<file path="src/rtl/scan_pkg.sv">
// Shared definitions for the scan sequencer: state encoding, select width
// and the counter-width helper.
package scan_pkg;

  // Width of the slot number / decoder select pair.
  localparam int SLOT_W = 2;

  // Sequencer states.
  typedef enum logic [1:0] {
    ST_IDLE  = 2'd0,
    ST_BLANK = 2'd1,
    ST_SHOW  = 2'd2
  } state_e;

  // Counter must hold the larger of the two reload values; never narrower
  // than one bit.
  function automatic int cnt_width(input int dwell, input int blank);
    int max_v;
    max_v = (dwell > blank) ? dwell : blank;
    return (max_v < 1) ? 1 : $clog2(max_v + 1);
  endfunction

endpackage

</file>
<file path="src/rtl/scan_timer.sv">
// Loadable down-counter with zero flags for the current and the next value.
// It stops at zero; the owner reloads it there.
module scan_timer #(
  parameter int W = 4
) (
  input  logic         clk,
  input  logic         rst_n,
  input  logic         load,
  input  logic [W-1:0] load_val,
  input  logic         dec_en,
  output logic         zero,
  output logic         zero_nxt
);

  logic [W-1:0] cnt_q;
  logic [W-1:0] cnt_d;

  // Next count: load wins, otherwise decrement but never below zero.
  always_comb begin
    // NOTE: default every always_comb output first so no path leaves it unassigned and infers a latch.
    cnt_d = cnt_q;
    if (load) begin
      cnt_d = load_val;
    end else if (dec_en && (cnt_q != '0)) begin
      cnt_d = cnt_q - W'(1);
    end
  end

  // Count register.
  always_ff @(posedge clk or negedge rst_n) begin
    // NOTE: sequential state uses non-blocking assignments so every flop samples pre-edge values.
    if (!rst_n) begin
      cnt_q <= '0;
    end else begin
      cnt_q <= cnt_d;
    end
  end

  assign zero     = (cnt_q == '0);
  assign zero_nxt = (cnt_d == '0);

endmodule

</file>
<file path="src/rtl/scan_sequencer.sv">
// Drives the select pair of a 2-to-4 decoder through NUM_SLOTS slots, with a
// blanking gap before every slot and per-slot / per-frame alignment pulses.
module scan_sequencer
  import scan_pkg::*;
#(
  parameter int DWELL_CYC = 50000,
  parameter int BLANK_CYC = 16,
  parameter int NUM_SLOTS = 4
) (
  input  logic              clk,
  input  logic              rst_n,
  input  logic              en,
  input  logic              hold,
  output logic              sel_a,
  output logic              sel_b,
  output logic              sel_active,
  output logic              slot_start,
  output logic              frame_done,
  output logic [SLOT_W-1:0] slot_idx
);

  localparam int                CNT_W      = cnt_width(DWELL_CYC, BLANK_CYC);
  localparam bit                HAS_BLANK  = (BLANK_CYC > 0);
  localparam logic [CNT_W-1:0]  DWELL_LOAD = CNT_W'(DWELL_CYC - 1);
  localparam logic [CNT_W-1:0]  BLANK_LOAD = HAS_BLANK ? CNT_W'(BLANK_CYC - 1) : '0;
  localparam logic [SLOT_W-1:0] LAST_SLOT  = SLOT_W'(NUM_SLOTS - 1);

  state_e              state_q, state_d;
  logic [SLOT_W-1:0]   slot_q, slot_d;
  logic                sel_active_q, sel_active_d;
  logic                slot_start_q, slot_start_d;
  logic                frame_done_q, frame_done_d;

  logic                t_load;
  logic [CNT_W-1:0]    t_load_val;
  logic                t_dec;
  logic                t_zero;
  logic                t_zero_nxt;

  logic                enter_slot;
  logic                enter_show;

  scan_timer #(
    .W (CNT_W)
  ) u_timer (
    .clk      (clk),
    .rst_n    (rst_n),
    .load     (t_load),
    .load_val (t_load_val),
    .dec_en   (t_dec),
    .zero     (t_zero),
    .zero_nxt (t_zero_nxt)
  );

  // Next state, slot, timer control and the registered sel_active/slot_start.
  always_comb begin
    state_d      = state_q;
    slot_d       = slot_q;
    sel_active_d = sel_active_q;
    slot_start_d = 1'b0;
    t_load       = 1'b0;
    t_load_val   = '0;
    t_dec        = 1'b0;
    enter_slot   = 1'b0;
    enter_show   = 1'b0;

    if (!en) begin
      // Disable aborts immediately, even mid-dwell, and parks the counter at 0.
      state_d      = ST_IDLE;
      slot_d       = '0;
      sel_active_d = 1'b0;
      t_load       = 1'b1;
    end else if (!hold) begin
      t_dec = 1'b1;
      unique case (state_q)
        ST_IDLE: begin
          slot_d     = '0;
          enter_slot = 1'b1;
        end
        ST_BLANK: begin
          if (t_zero) enter_show = 1'b1;
        end
        ST_SHOW: begin
          if (t_zero) begin
            slot_d     = (slot_q == LAST_SLOT) ? '0 : slot_q + SLOT_W'(1);
            enter_slot = 1'b1;
          end
        end
        default: begin
          state_d      = ST_IDLE;
          slot_d       = '0;
          sel_active_d = 1'b0;
        end
      endcase

      // A new slot starts with a blank gap unless blanking is disabled.
      if (enter_slot) begin
        if (HAS_BLANK) begin
          state_d      = ST_BLANK;
          sel_active_d = 1'b0;
          t_load       = 1'b1;
          t_load_val   = BLANK_LOAD;
        end else begin
          enter_show = 1'b1;
        end
      end

      if (enter_show) begin
        state_d      = ST_SHOW;
        sel_active_d = 1'b1;
        slot_start_d = 1'b1;
        t_load       = 1'b1;
        t_load_val   = DWELL_LOAD;
      end
    end
  end

  // frame_done is high during the last SHOW cycle of the last slot; it is
  // registered from the next-cycle values so it lines up with that cycle.
  always_comb begin
    frame_done_d = en && !hold && (state_d == ST_SHOW) &&
                   (slot_d == LAST_SLOT) && t_zero_nxt;
  end

  // State, slot and output registers.
  always_ff @(posedge clk or negedge rst_n) begin
    if (!rst_n) begin
      state_q      <= ST_IDLE;
      slot_q       <= '0;
      sel_active_q <= 1'b0;
      slot_start_q <= 1'b0;
      frame_done_q <= 1'b0;
    end else begin
      state_q      <= state_d;
      slot_q       <= slot_d;
      sel_active_q <= sel_active_d;
      slot_start_q <= slot_start_d;
      frame_done_q <= frame_done_d;
    end
  end

  assign sel_a      = slot_q[1];
  assign sel_b      = slot_q[0];
  assign slot_idx   = slot_q;
  assign sel_active = sel_active_q;
  assign slot_start = slot_start_q;
  assign frame_done = frame_done_q;

endmodule

</file>
<file path="config.mk">
export PLATFORM = sky130hd
export DESIGN_NAME = scan_sequencer
export DESIGN_NICKNAME = d
export VERILOG_FILES = /design/src/rtl/scan_pkg.sv /design/src/rtl/scan_timer.sv /design/src/rtl/scan_sequencer.sv
export SDC_FILE = /design/constraint.sdc
export NUM_CORES = 1
export LEC_CHECK = 0
export ABC_AREA = 1
export ABC_CLOCK_PERIOD_IN_PS = 7600
export CAP_MARGIN = 20
export CORE_AREA = 3 3 69 71
export DETAILED_ROUTE_END_ITERATION = 8
export DIE_AREA = 0 0 72 74
export GPL_TIMING_DRIVEN = 0
export PLACE_DENSITY_LB_ADDON = 0.25
export SLEW_MARGIN = 15
export SYNTH_ARGS = -nofsm -noshare
export SYNTH_HDL_FRONTEND = slang
export SYNTH_HIERARCHICAL = 1
export SYNTH_SLANG_ARGS = --single-unit
export TNS_END_PERCENT = 5
</file>
<file path="constraint.sdc">
create_clock -name clk -period 7.6 [get_ports clk]
set_input_delay 1.52 -clock clk [delete_from_list [all_inputs] [get_ports clk]]
set_output_delay 1.52 -clock clk [all_outputs]
set_load 0.05 [all_outputs]
</file>
==> metrics.md <==
| Metric | Value |
|---|---|
| Register bit total from synthesis | `23` |
| Part of the power in the clock network | `25.6%` |
| DRC violations left | `0` |
| Synth Area in Simple Gates | `47.1%` |
| Die ar. | `5330 µm²` |
| Fin. Hold Viols | `0` |
| CP dominant cell by count | `nand2_1` |
| Most area-hungry cell type in the Yosys netlist | `dfrtp_1` |
| Max_cap viols | `0` |
| Global-route wire length before repair | `7180 µm` |
| Grt total ovfl | `0` |
| Status | `complete, no violations` |
| Worst path slowest cell | `clkdlybuf4s50_1` |
| Final Critical Period | `4.06 ns` |
| Drt total wl | `4080 µm` |
| Core ar. | `4290 µm²` |
| Pwr/cell area | `146 nW/µm²` |
| Critical path origin | `hold` |
| Post-place setup slack | `3.26 ns` |
| Ys Warns | `6` |
| Worst R2R Start | `u_timer/cnt_q[0]` |
| XOR/XNOR Fraction of Synth Area | `1.89%` |
| Post-DP HPWL | `3100 µm` |
| Netlist Area Pre-Place | `1860 µm²` |
| CTS HTree Levels | `1` |
| Iteration-0 DRC Markers | `87` |
| Hold Buf Count CTS | `0` |
| Max_slew headroom | `65.0%` |
| Int Power | `199 µW` |
| Combinational power share | `27.4%` |
| Final worst-path setup slack | `3.54 ns` |
| Initial Utilization | `43.3%` |
| Final Cycle Share | `53.4%` |
| Max rail drop VDD | `0.0000645 V` |
| N_diodes | `0` |
| Hold crit path type | `register to register` |
| Sum Neg Setup Slack | `0 ns` |
| CTS buffer count | `3` |
| Adder-Cell Fraction of Synth Area | `4.04%` |
| Worst Setup Path Type | `primary input to register` |
| CTS tree | `yes` |
| Avg Synthesized Cell Area | `6.41 µm²` |
| Avg Vias per Cell | `4.66` |
| Nets | `321` |
| Antenna violations before repair | `0` |
| Dominant combinational cell family by area after synthesis | `simple AND/OR/NAND/NOR gates` |
| Final cell count without fillers | `362` |
| Vias | `1686` |
| Post-synthesis compound-gate area fraction | `4.11%` |
| Hold Path Origin | `sel_active` |
| GR Util All Layers | `17.4%` |
| Seq/Total Area, Yosys | `31.0%` |
| Final ANT Viol Nets | `0` |
| Reg power frac | `47.1%` |
| Filler instances | `473` |
| Synth top area share | `31.0%` |
| WL/cell | `11.3 µm` |
| Psw | `106 µW` |
| Clock root cell | `clkbuf_8` |
| IO Port Bufs | `10` |
| Cell variety after synth | `31` |
| I/O Pins | `11` |
| DR pass1 iterations | `4` |
| Mux cell area share after synthesis | `0%` |
| Max Root-Sink Buffers | `2` |
| Clock sink count | `23` |
| RSZ-0062 raised after global routing | `no` |
| Leak pwr | `0.00116 µW` |
| Crit path cell chain | `clkdlybuf4s50_1, inv_1, nand2_1, nand2_1, inv_2, clkbuf_1, nand3_1, o21ai_1, nand2_1, nor2_1, nand2_1, nor2_1, inv_1, nor2_1, nand3_1, nor2_1, nand2_1, nor2_2` |
| RePlAce Congestion | `0.873` |
| Layout cells sized above 1 | `12.9%` |
| Vias in the first global route | `1583` |
| Post-Syn Instances | `290` |
| CP Max Fanout | `10` |
| CP startpoint kind | `primary input` |
| Worst-margin pin slew | `0.524 ns` |
| Crit path capture type | `register` |
| Largest net degree at the start of global routing | `24` |
| Top cells by area, synth | `dfrtp_1 (31%), nand2_1 (20%), inv_1 (8.5%)` |
| Layout area overhead | `12.3%` |
| Die height | `74 µm` |
| Num rows | `24` |
| Endpoints failing setup | `0` |
| Sw frac | `34.8%` |
| Final Skew | `0.00509 ns` |
| Worst path required time | `7.81 ns` |
| Placed cells | `358` |
| Clock latency at the later pin of the worst-skew pair | `0.27 ns` |
| Post-CTS setup buffers | `0` |
| Max Clock Freq | `246 MHz` |
| Slowest stage delay, CP | `0.52 ns` |
| # resized after CTS | `0` |
| Die Width | `72 µm` |
| Slew Viols, Final | `0` |
| Clk slew on worst S/H paths | `0.09 ns` |
| Worst Path Arrival | `4.27 ns` |
-- logic make-up (layout without fill, tap and decap cells) --
group	count (synthesis)	count (layout)
xor gates and xnor gates	4	4
other	1	7
buffers and inverters	52	66
adders and majority gates	6	6
and+or+nand+nor	192	192
AOI/OAI and AO/OA	12	12
DFF	23	23
-- synthesized netlist by cell type (all sizes together) --
library cell and n:
buf 5, clkbuf 1, conb 1, dfrtp 23, ha 6, inv 46, nand2 105, nand3 28
nand3b 3, nand4 2, nor2 42, nor3 1, o211ai 1, o21ai 10, o21bai 1, or2 11
xnor2 1, xor2 3
-- layout make-up --
type	instances	area, µm²	area share [%]
Buffer	6	42.5	2.04
Inverter	46	175	8.39
Timing Repair Buffer	10	95.1	4.56
Multi-Input combinational cell	221	1090	52.1
Clock inverter	1	5.00	0.240
Clock buffer	3	41.3	1.98
Sequential cell	23	576	27.6
Tap cell	52	65.1	3.12
-- per-layer routing --
layer | global-route usage [%] | vias to the layer above | wire length [µm]
li1 | - | 905 | -
met1 | 21.9 | 758 | 1980
met2 | 30.2 | 21 | 1930
met3 | 3.24 | 2 | 146
met4 | 5.64 | 0 | 22
met5 | 0 | - | 0
-- critical path, delay by kind of cell --
| kind | cells | cell delay (ns) |
|---|---|---|
| simple gates | 12 | 1.34 |
| buf+inv | 5 | 1.27 |
| compound gates | 1 | 0.13 |
-- stage by stage --
step	power (µW)	hold slack [ns]	instance area (µm²)	utilization, %
global placement	229	0.556	2050	47.6
finish	305	0.561	2090	48.6
CTS	310	0.575	2090	48.7
floorplan	208	0.541	1880	-
global route	328	0.603	2090	48.6
detailed placement	230	0.547	2050	47.6
-- worst paths after layout --
kind                                    end  slack, ns  depth (start not counted)
min                              sel_active       0.56                          2
min in group asynchronous  u_timer/cnt_q[7]       1.21                          1
max reg2reg                      frame_done       4.05                         24
max in group asynchronous  u_timer/cnt_q[1]       6.03                          1
max                              frame_done       3.54                         18
min reg2reg                      sel_active       0.56                          2
-- registers in the layout, indices dropped and copies added (netlist names) --
register	count
slot_idx	2
u_timer/cnt_q	16
state_q	2
slot_start	1
sel_active	1
frame_done	1
-- layout by cell type (no fill, tap or decap) --
| cell | instances |
|---|---|
| o21ai_0 | 2 |
| nor3_1 | 1 |
| nor2_2 | 3 |
| buf_6 | 1 |
| inv_1 | 42 |
| ha_1 | 6 |
| nand4_1 | 2 |
| nand2_2 | 3 |
| inv_4 | 1 |
| nand3_1 | 27 |
| o21ai_2 | 3 |
| clkbuf_8 | 3 |
| xnor2_1 | 1 |
| buf_4 | 3 |
| o21ai_1 | 5 |
| o21bai_1 | 1 |
| nand3b_1 | 3 |
| o211ai_1 | 1 |
| nor2_1 | 35 |
| nand2_4 | 1 |
| nor2_4 | 4 |
| clkinv_2 | 1 |
| conb_1 | 7 |
| xor2_1 | 3 |
| clkbuf_1 | 1 |
| buf_2 | 2 |
| or2_2 | 10 |
| or2_1 | 1 |
| dfrtp_1 | 23 |
| inv_2 | 3 |
| nand2_8 | 1 |
| nand3_2 | 1 |
| nand2_1 | 100 |
| clkdlybuf4s50_1 | 9 |
-- power groups by stage --
| stage | Sequential (µW) | Combinational (µW) | Clock (µW) |
|---|---|---|---|
| floorplan | 144 | 63.7 | 0 |
| global placement | 146 | 83.4 | 0 |
| detailed placement | 146 | 84.3 | 0 |
| global route | 145 | 96.8 | 86.2 |
| CTS | 143 | 84.6 | 82.4 |
| finish | 143 | 83.4 | 77.9 |
(Power assumes the default switching activity.)
